## src/rtl/fft_stage_sequencer_if.sv

```systemverilog
// Operation handshake between the FFT stage sequencer and the butterfly/reorder datapath.
// L is the address width; it must equal $clog2(SAMPLES) of the attached sequencer.
interface fft_stage_sequencer_if #(
  parameter int L = 2
);
  logic         start;
  logic         busy;
  logic         done;
  logic         phase;
  logic [L-1:0] stage;
  logic         op_valid;
  logic         op_ack;
  logic [L-1:0] addr_a;
  logic [L-1:0] addr_b;
  logic [L-2:0] twiddle;

  modport master (
    input  start, op_ack,
    output busy, done, phase, stage, op_valid, addr_a, addr_b, twiddle
  );

  modport slave (
    output start, op_ack,
    input  busy, done, phase, stage, op_valid, addr_a, addr_b, twiddle
  );
endinterface

```

## src/rtl/fft_stage_sequencer.sv

```systemverilog
// Radix-2 DIT FFT control sequencer: bit-reversal swap pass, then log2(SAMPLES)
// butterfly stages, one operation per handshake. Outputs are Moore-decoded.
module fft_stage_sequencer #(
  parameter int SAMPLES = 4,
  parameter int WIDTH   = 3
) (
  input  logic                  clk,
  input  logic                  reset,
  fft_stage_sequencer_if.master bus
);
  localparam int L    = $clog2(SAMPLES);
  localparam int KW   = L - 1;
  localparam int HALF = SAMPLES / 2;

  localparam logic [L-1:0]  I_LAST = L'(SAMPLES - 1);
  localparam logic [L-1:0]  S_LAST = L'(L - 1);
  localparam logic [KW-1:0] K_LAST = KW'(HALF - 1);

  if (SAMPLES < 4 || (SAMPLES & (SAMPLES - 1)) != 0 || WIDTH < 1) begin : g_param_check
    $error("fft_stage_sequencer: SAMPLES must be a power of two >= 4 and WIDTH >= 1");
  end

  typedef enum logic [1:0] {
    S_IDLE,
    S_REORDER,
    S_BFLY,
    S_DONE
  } state_t;

  function automatic logic [L-1:0] bitrev(input logic [L-1:0] v);
    logic [L-1:0] res;
    for (int b = 0; b < L; b++) res[b] = v[L-1-b];
    return res;
  endfunction

  state_t          r_state, w_state_nxt;
  logic [L-1:0]    r_i, w_i_nxt;
  logic [L-1:0]    r_s, w_s_nxt;
  logic [KW-1:0]   r_k, w_k_nxt;

  logic            w_busy, w_done, w_phase, w_valid, w_adv;
  logic [L-1:0]    w_stage, w_a, w_b;
  logic [KW-1:0]   w_tw;

  logic [L-1:0]    w_rev, w_k_ext, w_h, w_pos, w_grp, w_base_a;
  logic [KW-1:0]   w_tw_calc;

  // Operand decode: k = grp*h + pos, group stride is 2h.
  assign w_rev     = bitrev(r_i);
  assign w_k_ext   = {1'b0, r_k};
  assign w_h       = L'(1) << r_s;
  assign w_pos     = w_k_ext & (w_h - L'(1));
  assign w_grp     = w_k_ext >> r_s;
  assign w_base_a  = (w_grp << (r_s + L'(1))) + w_pos;
  assign w_tw_calc = w_pos[KW-1:0] << (S_LAST - r_s);

  always_comb begin
    w_state_nxt = r_state;
    w_i_nxt     = r_i;
    w_s_nxt     = r_s;
    w_k_nxt     = r_k;
    w_busy      = 1'b0;
    w_done      = 1'b0;
    w_phase     = 1'b0;
    w_stage     = '0;
    w_valid     = 1'b0;
    w_a         = '0;
    w_b         = '0;
    w_tw        = '0;
    w_adv       = 1'b0;
    unique case (r_state)
      S_IDLE: begin
        if (bus.start) begin
          w_state_nxt = S_REORDER;
          w_i_nxt     = '0;
        end
      end
      S_REORDER: begin
        w_busy = 1'b1;
        if (r_i < w_rev) begin
          w_valid = 1'b1;
          w_a     = r_i;
          w_b     = w_rev;
          w_adv   = bus.op_ack;
        end else begin
          w_adv = 1'b1;
        end
        if (w_adv) begin
          if (r_i == I_LAST) begin
            w_state_nxt = S_BFLY;
            w_i_nxt     = '0;
            w_s_nxt     = '0;
            w_k_nxt     = '0;
          end else begin
            w_i_nxt = r_i + L'(1);
          end
        end
      end
      S_BFLY: begin
        w_busy  = 1'b1;
        w_phase = 1'b1;
        w_stage = r_s;
        w_valid = 1'b1;
        w_a     = w_base_a;
        w_b     = w_base_a + w_h;
        w_tw    = w_tw_calc;
        if (bus.op_ack) begin
          if (r_k == K_LAST) begin
            w_k_nxt = '0;
            if (r_s == S_LAST) begin
              w_state_nxt = S_DONE;
              w_s_nxt     = '0;
            end else begin
              w_s_nxt = r_s + L'(1);
            end
          end else begin
            w_k_nxt = r_k + KW'(1);
          end
        end
      end
      S_DONE: begin
        w_done      = 1'b1;
        w_state_nxt = S_IDLE;
      end
      default: w_state_nxt = S_IDLE;
    endcase
  end

  always_ff @(posedge clk) begin
    if (reset) begin
      r_state <= S_IDLE;
      r_i     <= '0;
      r_s     <= '0;
      r_k     <= '0;
    end else begin
      r_state <= w_state_nxt;
      r_i     <= w_i_nxt;
      r_s     <= w_s_nxt;
      r_k     <= w_k_nxt;
    end
  end

  assign bus.busy     = w_busy;
  assign bus.done     = w_done;
  assign bus.phase    = w_phase;
  assign bus.stage    = w_stage;
  assign bus.op_valid = w_valid;
  assign bus.addr_a   = w_a;
  assign bus.addr_b   = w_b;
  assign bus.twiddle  = w_tw;
endmodule

```

## src/flat_wrapper.sv

```systemverilog
// flat-port wrapper written by rule: the top's interface ports become plain ports
module fft_stage_sequencer_flat 
#(
  parameter int SAMPLES = 4,
  parameter int WIDTH   = 3
)
  (clk, reset, bus_start, bus_op_ack, bus_busy, bus_done, bus_phase, bus_stage, bus_op_valid, bus_addr_a, bus_addr_b, bus_twiddle);
  fft_stage_sequencer_if #(.L(2)) bus_i ();
  input  logic clk;
  input  logic reset;
  input wire logic [$bits(bus_i.start)-1:0] bus_start;
  input wire logic [$bits(bus_i.op_ack)-1:0] bus_op_ack;
  output wire logic [$bits(bus_i.busy)-1:0] bus_busy;
  output wire logic [$bits(bus_i.done)-1:0] bus_done;
  output wire logic [$bits(bus_i.phase)-1:0] bus_phase;
  output wire logic [$bits(bus_i.stage)-1:0] bus_stage;
  output wire logic [$bits(bus_i.op_valid)-1:0] bus_op_valid;
  output wire logic [$bits(bus_i.addr_a)-1:0] bus_addr_a;
  output wire logic [$bits(bus_i.addr_b)-1:0] bus_addr_b;
  output wire logic [$bits(bus_i.twiddle)-1:0] bus_twiddle;
  assign bus_i.start = bus_start;
  assign bus_i.op_ack = bus_op_ack;
  assign bus_busy = bus_i.busy;
  assign bus_done = bus_i.done;
  assign bus_phase = bus_i.phase;
  assign bus_stage = bus_i.stage;
  assign bus_op_valid = bus_i.op_valid;
  assign bus_addr_a = bus_i.addr_a;
  assign bus_addr_b = bus_i.addr_b;
  assign bus_twiddle = bus_i.twiddle;
  fft_stage_sequencer #(.SAMPLES(SAMPLES), .WIDTH(WIDTH)) u_core (.clk(clk), .reset(reset), .bus(bus_i));
endmodule
```

## config.mk

```make
export PLATFORM = sky130hd
export DESIGN_NAME = fft_stage_sequencer_flat
export DESIGN_NICKNAME = d
export VERILOG_FILES = /design/src/rtl/fft_stage_sequencer_if.sv /design/src/rtl/fft_stage_sequencer.sv /design/src/flat_wrapper.sv
export SDC_FILE = /design/constraint.sdc
export NUM_CORES = 1
export LEC_CHECK = 0
export BUFFER_PORTS_ARGS = -buffer_cell sky130_fd_sc_hd__buf_2
export CAP_MARGIN = 20
export CORE_AREA = 5 5 42 44
export CTS_CLUSTER_DIAMETER = 30
export CTS_CLUSTER_SIZE = 25
export DETAILED_ROUTE_END_ITERATION = 16
export DIE_AREA = 0 0 47 49
export PLACE_DENSITY = 0.86
export SYNTH_ARGS = -nofsm -noshare
export SYNTH_HDL_FRONTEND = slang
export SYNTH_SLANG_ARGS = --single-unit
```

## constraint.sdc

```tcl
create_clock -name clk -period 4.6 [get_ports clk]
set_input_delay 0.23 -clock clk [delete_from_list [all_inputs] [get_ports clk]]
set_output_delay 0.23 -clock clk [all_outputs]
set_load 0.05 [all_outputs]
```

==> reports/qor.csv, run 1 <==
metric,value,unit
grt_max_degree,16,
yosys_warnings,0,
cts_tree,done,
rsz0062_at_grt,no,
yosys-top-cells-count,"ha_1 (11), nand2_1 (8), dfxtp_1 (7), inv_1 (6), a21oi_1 (5)",
min_path_cells,2,
antenna_cells,0,
cts.clk_slew.worst_paths,0.05,ns
antenna_found_initial,0,
htreeDepth,1,
drive_above_1_share,23.5,%
status,"complete, no violations",
rows,14,
dpl.hpwl,1100,um
synth.most_common_cell,ha_1,
ctsHoldBuffers,0,
timing_hold_violations_final,0,
core,1400,um^2
synth_top_area_share,20.4,%
fin_crit_sh,54.2,%
total_leakage_power,0.344,nW
vias,636,
met3_length,53,um
r2r_cells,5,
clk-insertion-delay-late,0.25,ns
syn_nets,98,
grt_pass1_wl,2440,um
firstDrtPassIters,4,
clk_path_buf_depth,2,
routed-wl-met2,665,um
post-route-util,55.8,%
synth_area_leaders,"dfxtp_1 (20%), ha_1 (20%), a32o_1 (4.4%)",
finalCriticalPeriod,2.49,ns
fmax,401,MHz
grt_pass1_vias,590,
nets,114,
finalMaxSlewViolations,0,
cts_resized,0,
ys_types,34,
worstSetupStartpointType,flop,
synth_ff_type,dfxtp_1,
synth_area,686,um^2
drc,0,
drv_cap,0,
end_kind,primary output,
overflow,0,
setup_tns,0,ns
pin_count,15,
die_h,49,um
synth_area_per_cell,8.26,um^2
fin_skew,0.00655,ns
syn2layout_area_growth,14.1,%
critPathKind,reg -> out,
cp.arrival,2.26,ns
powerDensity,474,nW/um^2
gp_congestion,0.757,
hp-class,in -> reg,
synthArstFlopShare,0,%
top_layer,met4,
ant_nets,0,
synth_top_cell_by_area,dfxtp_1,
portBuffers,14,
required,4.37,ns
wl,1390,um
yosysSeqAreaShare,20.4,%
groute.usage.overall,14.1,%
clock_sinks,7,
start_util,48.9,%
syn-instance-count,83,
clockRootBuffer,clkbuf_4,
synth-seq-cells,7,
die-width,47,um
synth_edf_count,0,
wl_per_cell,12.2,um
finalSetupViolations,0,
viasPerCell,5.58,
die_area,2300,um^2
ir_drop,0.000300,V
worstPathMaxFanout,6,
cts_buffers,3,
wl_met1,641,um
cts_setup_buffers,0,
drt_iter0_drc,13,
metrics by stage:
step	worst slack, ns	cells	area (um^2)	hold slack [ns]	total power, mW
after global routing	1.94	114	782	0.231	0.401
after detailed placement	2.36	110	756	0.492	0.316
after CTS	2.09	114	782	0.217	0.374
after global placement	2.43	110	756	0.488	0.312
after floorplan	1.92	83	686	0.299	0.282
final	2.11	114	782	0.231	0.371
power breakdown:
group	internal [mW]	switching (mW)
sequential	0.0721	0.0107
clock	0.0331	0.0219
combinational	0.0746	0.158
flip-flops by register name, summed over array words and instances, names as in the netlist:
register and cells:
u_core.r_i 2, u_core.r_s 2, u_core.r_state 2, u_core.r_k 1
worst max-delay path, cell delays in order (launching register included):
cell and delay, ns:
dfxtp_1 0.37, inv_1 0.10, ha_1 0.17, nor2b_1 0.06
ha_1 0.29, ha_1 0.20, xnor2_1 0.14, and3b_2 0.21
a311o_1 0.26, buf_2 0.21
cell families after synthesis:
family	share of synthesized area, %
AND/OR/NAND/NOR	29.2
buffers and inverters	6.20
flip-flops	20.4
adder cells (fa/ha/maj)	20.1
AO/OA/AOI/OAI	19.3
XOR/XNOR	2.56
other	0.547
multiplexers	1.64
area by class of cell:
class,count,area (um^2)
inverter,6,22.5
tap,16,20.0
multi-input combinational,67,503
sequential,7,140
clock buffer,4,26.3
fill,143,619
timing repair buffer,14,70.1
path summary, 6_finish.rpt:
check,to,slack [ns],startpoint
setup / recovery,bus_addr_b[1],2.11,u_core.r_s[0]
hold / removal,u_core.r_i[0],0.23,reset
setup reg to reg,u_core.r_s[1],2.74,u_core.r_state[0]
hold reg to reg,u_core.r_i[1],0.52,u_core.r_i[1]
metal layers:
| metal | global-route usage [%] | vias up |
|---|---|---|
| met5 | 0 | - |
| met4 | 10.1 | 0 |
| met3 | 1.85 | 4 |
| met2 | 21.0 | 13 |
| met1 | 17.8 | 295 |
| li1 | - | 324 |
cells in the final DEF (no fill, tap or decap):
cell type	Yosys	layout
nor2_1	3	3
and2_1	1	1
nor4b_1	1	1
and3b_2	1	1
conb_1	1	1
ha_1	11	11
nand4_1	1	1
nor2b_1	4	4
a21oi_1	5	5
a311oi_1	1	1
clkbuf_1	1	1
and2_2	1	1
o21ai_0	3	3
o21a_1	1	1
xor2_1	1	1
or3b_2	1	1
mux2_2	1	1
and3_1	3	3
a31o_2	1	1
nor3_1	2	2
clkbuf_4	0	3
a32o_1	3	3
or3_1	1	1
inv_1	6	6
xnor2_1	1	1
nor4b_4	1	1
nand3_1	3	3
dfxtp_1	7	7
buf_2	1	14
nand2b_1	2	2
o21ai_1	1	1
a311o_1	1	1
nand2_1	8	8
a21boi_0	3	3
Power figures use the tool's default switching activity.
==> run 2: changes to the inputs <==
--- a/config.mk
+++ b/config.mk
@@ -7,12 +7,12 @@
 export LEC_CHECK = 0
 export BUFFER_PORTS_ARGS = -buffer_cell sky130_fd_sc_hd__buf_2
 export CAP_MARGIN = 20
-export CORE_AREA = 5 5 42 44
+export CORE_MARGIN = 5
+export CORE_UTILIZATION = 47
 export CTS_CLUSTER_DIAMETER = 30
 export CTS_CLUSTER_SIZE = 25
 export DETAILED_ROUTE_END_ITERATION = 16
-export DIE_AREA = 0 0 47 49
-export PLACE_DENSITY = 0.86
+export PLACE_DENSITY = 0.83
 export SYNTH_ARGS = -nofsm -noshare
 export SYNTH_HDL_FRONTEND = slang
 export SYNTH_SLANG_ARGS = --single-unit
==> constraint.sdc (replaced) <==
create_clock -name clk -period 2.1 [get_ports clk]
set_input_delay 0.105 -clock clk [delete_from_list [all_inputs] [get_ports clk]]
set_output_delay 0.105 -clock clk [all_outputs]
set_load 0.05 [all_outputs]
==> reports/qor.csv, run 2 (synthesis results as in run 1) <==
metric,value,unit,change
most-common-layout-cells,"buf_2 (13), nand2_1 (8), ha_1 (7), buf_4 (7)",,
setup_tns,-0.0543,ns,-0.0543 ns
cp.arrival,2.05,ns,-0.21 ns
violations,setup timing,,
wl,1590,um,+14%
die-width,48.2,um,+2.5%
overflow,0,,unchanged
antenna_found_initial,0,,unchanged
register_area,143,um^2,+1.8%
place_area,801,um^2,+6.0%
critPathTopFamily,adder cells,,
fin_area,918,um^2,+17%
clockRootBuffer,clkbuf_4,,
die_h,48.2,um,-1.6%
vias,667,,+4.9%
wl_per_cell,13.2,um,+8.5%
fin_skew,0.00297,ns,-0.00358 ns
rows,13,,-1
start_util,51.4,%,+2.5 points
htreeDepth,1,,unchanged
powerDensity,941,nW/um^2,+99%
groute.usage.overall,17.1,%,+2.9 points
clkPwrFrac,14.6,%,-0.2 points
status,"finished, violations left",,
ir_drop,0.000645,V,+120%
worstPathMaxFanout,2,,-4
multi_input_area,579,um^2,+15%
n_fill_cell,97,,-32%
cts_buffers,3,,unchanged
p_sw_share,50.4,%,-1.1 points
timing_hold_violations_final,0,,unchanged
post-route-util,68.9,%,+13 points
p_int,0.429,mW,+140%
grt_max_degree,16,,unchanged
required,2.00,ns,-2.37 ns
grt_pass1_wl,2730,um,+12%
grt_pass1_vias,635,,+7.6%
dpl.cell_count,113,,+2.7%
hold_ws,0.111,ns,-0.119 ns
ctsHoldBuffers,0,,unchanged
p_seq_share,20.8,%,-1.6 points
final_cells,120,,+5.3%
path_buf_inv,2,,unchanged
gp_congestion,0.764,,+0.90%
finalPower,0.865,mW,+130%
cts.clk_slew.worst_paths,0.06,ns,about the same
portBuffers,14,,unchanged
rsz0062_at_grt,yes,,
pin_count,15,,unchanged
finalMaxSlewViolations,0,,unchanged
total_leakage_power,0.386,nW,+12%
clk_path_buf_depth,2,,unchanged
ant_nets,0,,unchanged
dpl.hpwl,1180,um,+7.7%
antenna_cells,0,,unchanged
r2r_slack,0.36,ns,-2.38 ns
dpl_worst_slack,0.0898,ns,-2.27 ns
nets,121,,+6.1%
end_kind,primary output,,
critPathKind,reg -> out,,
clock_sinks,7,,unchanged
drc,0,,unchanged
firstDrtPassIters,4,,unchanged
clk-insertion-delay-late,0.25,ns,about the same
post-route-worst-setup-slack,-0.0543,ns,-2.16 ns
crit_top_cell,ha_4,,
slowest_delay,0.33,ns,-0.04 ns
hp-class,in -> reg,,
syn2layout_area_growth,33.9,%,
layout_commonest_cell,buf_2,,
cts_tree,done,,
finalSetupViolations,1,,+1
drv_cap,0,,unchanged
core,1330,um^2,-4.8%
largestRegisters,"u_core.r_i (2), u_core.r_s (2), u_core.r_state (2)",,
worstPathCellList,inv_2 > ha_4 > nor2b_4 > ha_4 > ha_4 > xnor2_2 > and3b_2 > a311o_1 > buf_6,,
drive_above_1_share,42.9,%,+19 points
fmax,464,MHz,
die_area,2320,um^2,+0.86%
p_switching,0.436,mW,+130%
drt_iter0_drc,3,,-10
worstSetupStartpointType,flop,,
finalCriticalPeriod,2.15,ns,
fin_crit_sh,103,%,
pwr-share-comb,64.6,%,+1.8 points
cpMaxStageDelayCell,a311o_1,,
viasPerCell,5.56,,-0.37%
[run 2: repair_timing]
action | CTS | global route
pin swaps | 1 | 5
resized for setup | 8 | 7
setup buffers | 1 | 2
setup endpoints to repair | 2 | 3
[run 2: worst paths after layout]
path / cells past startpoint / startpoint / to
worst max-delay path: 9 / u_core.r_s[1] / bus_addr_b[1]
worst min-delay path: 2 / reset / u_core.r_i[0]
worst max register to register: 5 / u_core.r_state[0] / u_core.r_s[1]
worst min register to register: 2 / u_core.r_i[0] / u_core.r_i[0]
[run 2: power by group through the flow]
stage,sequential (mW),clock (mW),combinational (mW)
finish,0.180,0.126,0.559
global route,0.185,0.140,0.617
CTS,0.180,0.132,0.554
detailed placement,0.183,0,0.547
global placement,0.181,0,0.537
floorplan,0.178,0,0.458
[run 2: routing by layer]
layer / part of all wire (%) / vias up / track usage (%)
met5: 0 / - / 0
met4: 2.1 / 0 / 9.68
met3: 3.8 / 5 / 2.21
met2: 49 / 12 / 29.2
met1: 45 / 312 / 20.3
li1: - / 338 / -
[run 2: cell type report]
| cell class | count | area share (%) |
|---|---|---|
| clock buffer | 4 | 2.86 |
| inverter | 6 | 2.45 |
| multi-input combinational | 67 | 63.1 |
| sequential | 7 | 15.5 |
| tap | 15 | 2.04 |
| timing repair buffer | 21 | 14.0 |
==> run 3: changes to the inputs <==
--- a/config.mk
+++ b/config.mk
@@ -7,6 +7,7 @@
 export LEC_CHECK = 0
 export BUFFER_PORTS_ARGS = -buffer_cell sky130_fd_sc_hd__buf_2
 export CAP_MARGIN = 20
+export CORE_ASPECT_RATIO = 1.1
 export CORE_MARGIN = 5
 export CORE_UTILIZATION = 47
 export CTS_CLUSTER_DIAMETER = 30
==> reports/qor.csv, run 3 (synthesis results as in run 1) <==
metric,value,unit,change
status,"finished, violations left",,
violations,setup timing,,
grt_pass1_vias,634,,-0.16%
clkPwrFrac,13.9,%,-0.7 points
fin_skew,0.00104,ns,-0.00193 ns
ir_drop,0.000858,V,+33%
finalSetupViolations,1,,unchanged
drv_cap,0,,unchanged
die_h,50.1,um,+3.9%
hp-class,in -> reg,,
groute.usage.overall,16.3,%,-0.82 points
place_area,802,um^2,+0.16%
layout_commonest_cell,buf_2,,
clk_path_buf_depth,2,,unchanged
end_kind,primary output,,
core,1380,um^2,+3.8%
syn2layout_area_growth,35.9,%,
clockRootBuffer,clkbuf_4,,
slowest_delay,0.34,ns,about the same
viasPerCell,5.48,,-1.4%
vias,674,,+1.0%
antenna_found_initial,0,,unchanged
worstPathMaxFanout,2,,unchanged
cts_buffers,3,,unchanged
fin_crit_sh,101,%,-1.6 points
grt_pass1_wl,2730,um,unchanged
start_util,49.5,%,-1.9 points
p_sw_share,50.3,%,-0.086 points
cp.arrival,2.02,ns,-0.03 ns
dpl_worst_slack,0.0377,ns,-0.0521 ns
required,2.00,ns,about the same
firstDrtPassIters,4,,unchanged
rsz0062_at_grt,yes,,
finalCriticalPeriod,2.12,ns,-0.0339 ns
timing_hold_violations_final,0,,unchanged
gp_congestion,0.802,,+5.0%
n_fill_cell,121,,+25%
pwr-share-comb,65.0,%,+0.4 points
crit_top_cell,ha_4,,
drt_iter0_drc,8,,+5
die_area,2320,um^2,about the same
total_leakage_power,0.397,nW,+2.7%
drive_above_1_share,43.9,%,+1.1 points
antenna_cells,0,,unchanged
ctsHoldBuffers,0,,unchanged
worstSetupStartpointType,flop,,
portBuffers,14,,unchanged
most-common-layout-cells,"buf_2 (13), buf_4 (9), nand2_1 (8), ha_1 (7)",,
wl_per_cell,13.3,um,+0.33%
dpl.cell_count,114,,+0.88%
fmax,472,MHz,+1.6%
p_int,0.431,mW,+0.40%
nets,123,,+1.7%
setup_tns,-0.0204,ns,+0.0339 ns
critPathKind,reg -> out,,
finalMaxSlewViolations,0,,unchanged
cts_tree,done,,
die-width,46.4,um,-3.7%
clock_sinks,7,,unchanged
post-route-util,67.4,%,-1.5 points
htreeDepth,1,,unchanged
dpl.hpwl,1180,um,-0.41%
overflow,0,,unchanged
cts.clk_slew.worst_paths,0.05,ns,about the same
final_cells,123,,+2.5%
post-route-worst-setup-slack,-0.0204,ns,+0.0339 ns
pin_count,15,,unchanged
path_buf_inv,3,,+1
drc,0,,unchanged
largestRegisters,"u_core.r_i (2), u_core.r_s (2), u_core.r_state (2)",,
critPathTopFamily,adder cells,,
cpMaxStageDelayCell,a311o_1,,
clk-insertion-delay-late,0.25,ns,about the same
p_switching,0.436,mW,about the same
wl,1630,um,+2.8%
grt_max_degree,16,,unchanged
fin_area,932,um^2,+1.5%
rows,14,,+1
p_seq_share,21.1,%,+0.3 points
worstPathCellList,inv_2 > ha_4 > nor2b_4 > ha_4 > ha_4 > xnor2_2 > buf_4 > nor3_2 > a311o_1 > buf_6,,
ant_nets,0,,unchanged
powerDensity,930,nW/um^2,-1.3%
==> run 3: changes by cell type in the layout (fill, tap and decap cells not counted) <==
| cell | before | now |
|---|---|---|
| buf_4 | 7 | 9 |
| nor3_1 | 2 | 1 |
| nor3_2 | 0 | 1 |
| xor2_1 | 0 | 1 |
| xor2_2 | 1 | 0 |
==> run 3: metrics by stage <==
step                      hold WS (ns)  total power [mW]
after global placement           0.369             0.721
after global routing             0.121             0.944
after floorplan                  0.174             0.637
after CTS                        0.104             0.867
final                            0.117             0.866
after detailed placement         0.370             0.731
==> run 3: worst paths after layout <==
| check | startpoint | slack, ns | endpoint | cells after the start |
|---|---|---|---|---|
| max | u_core.r_s[0] | -0.02 | bus_addr_b[1] | 10 |
| min | reset | 0.12 | u_core.r_state[1] | 2 |
| max reg2reg | u_core.r_state[0] | 0.32 | u_core.r_s[0] | 5 |
| min reg2reg | u_core.r_i[1] | 0.52 | u_core.r_i[1] | 2 |
==> run 3: power groups by stage <==
| stage | clock (mW) | sequential (mW) | combinational, mW |
|---|---|---|---|
| after floorplan | 0 | 0.178 | 0.458 |
| after global placement | 0 | 0.182 | 0.539 |
| after detailed placement | 0 | 0.185 | 0.546 |
| after CTS | 0.126 | 0.183 | 0.559 |
| after global routing | 0.140 | 0.188 | 0.616 |
| final | 0.121 | 0.182 | 0.564 |
==> run 3: layer usage <==
metal	vias up	track usage [%]	routed length, um
li1	343	-	-
met1	307	19.0	680
met2	21	27.3	832
met3	3	2.18	92
met4	0	8.53	24
met5	-	0	0
==> run 3: worst reg2reg max path: cells and delay by family (launching register included) <==
| kind | cells | cell delay (ns) |
|---|---|---|
| flip-flops | 1 | 0.34 |
| buffers and inverters | 1 | 0.09 |
| multiplexers | 1 | 0.37 |
| adder cells (fa/ha/maj) | 1 | 0.34 |
| AO/OA/AOI/OAI | 2 | 0.58 |
==> run 3: final cells by class <==
cell class                 instances  area [um^2]  share of cell area, %
tap                               16         20.0                   2.15
sequential                         7          143                   15.3
clock buffer                       4         26.3                   2.82
inverter                           6         22.5                   2.42
multi-input combinational         67          577                   61.9
timing repair buffer              23          144                   15.4
==> run 3: what timing repair did <==
item | CTS | global route
endpoints found under the hold margin | 0 | 0
setup endpoints to repair | 1 | 1
pin swaps | 5 | 6
buffers inserted | 3 | 2
cloned | 0 | 0
resized for setup | 13 | 2
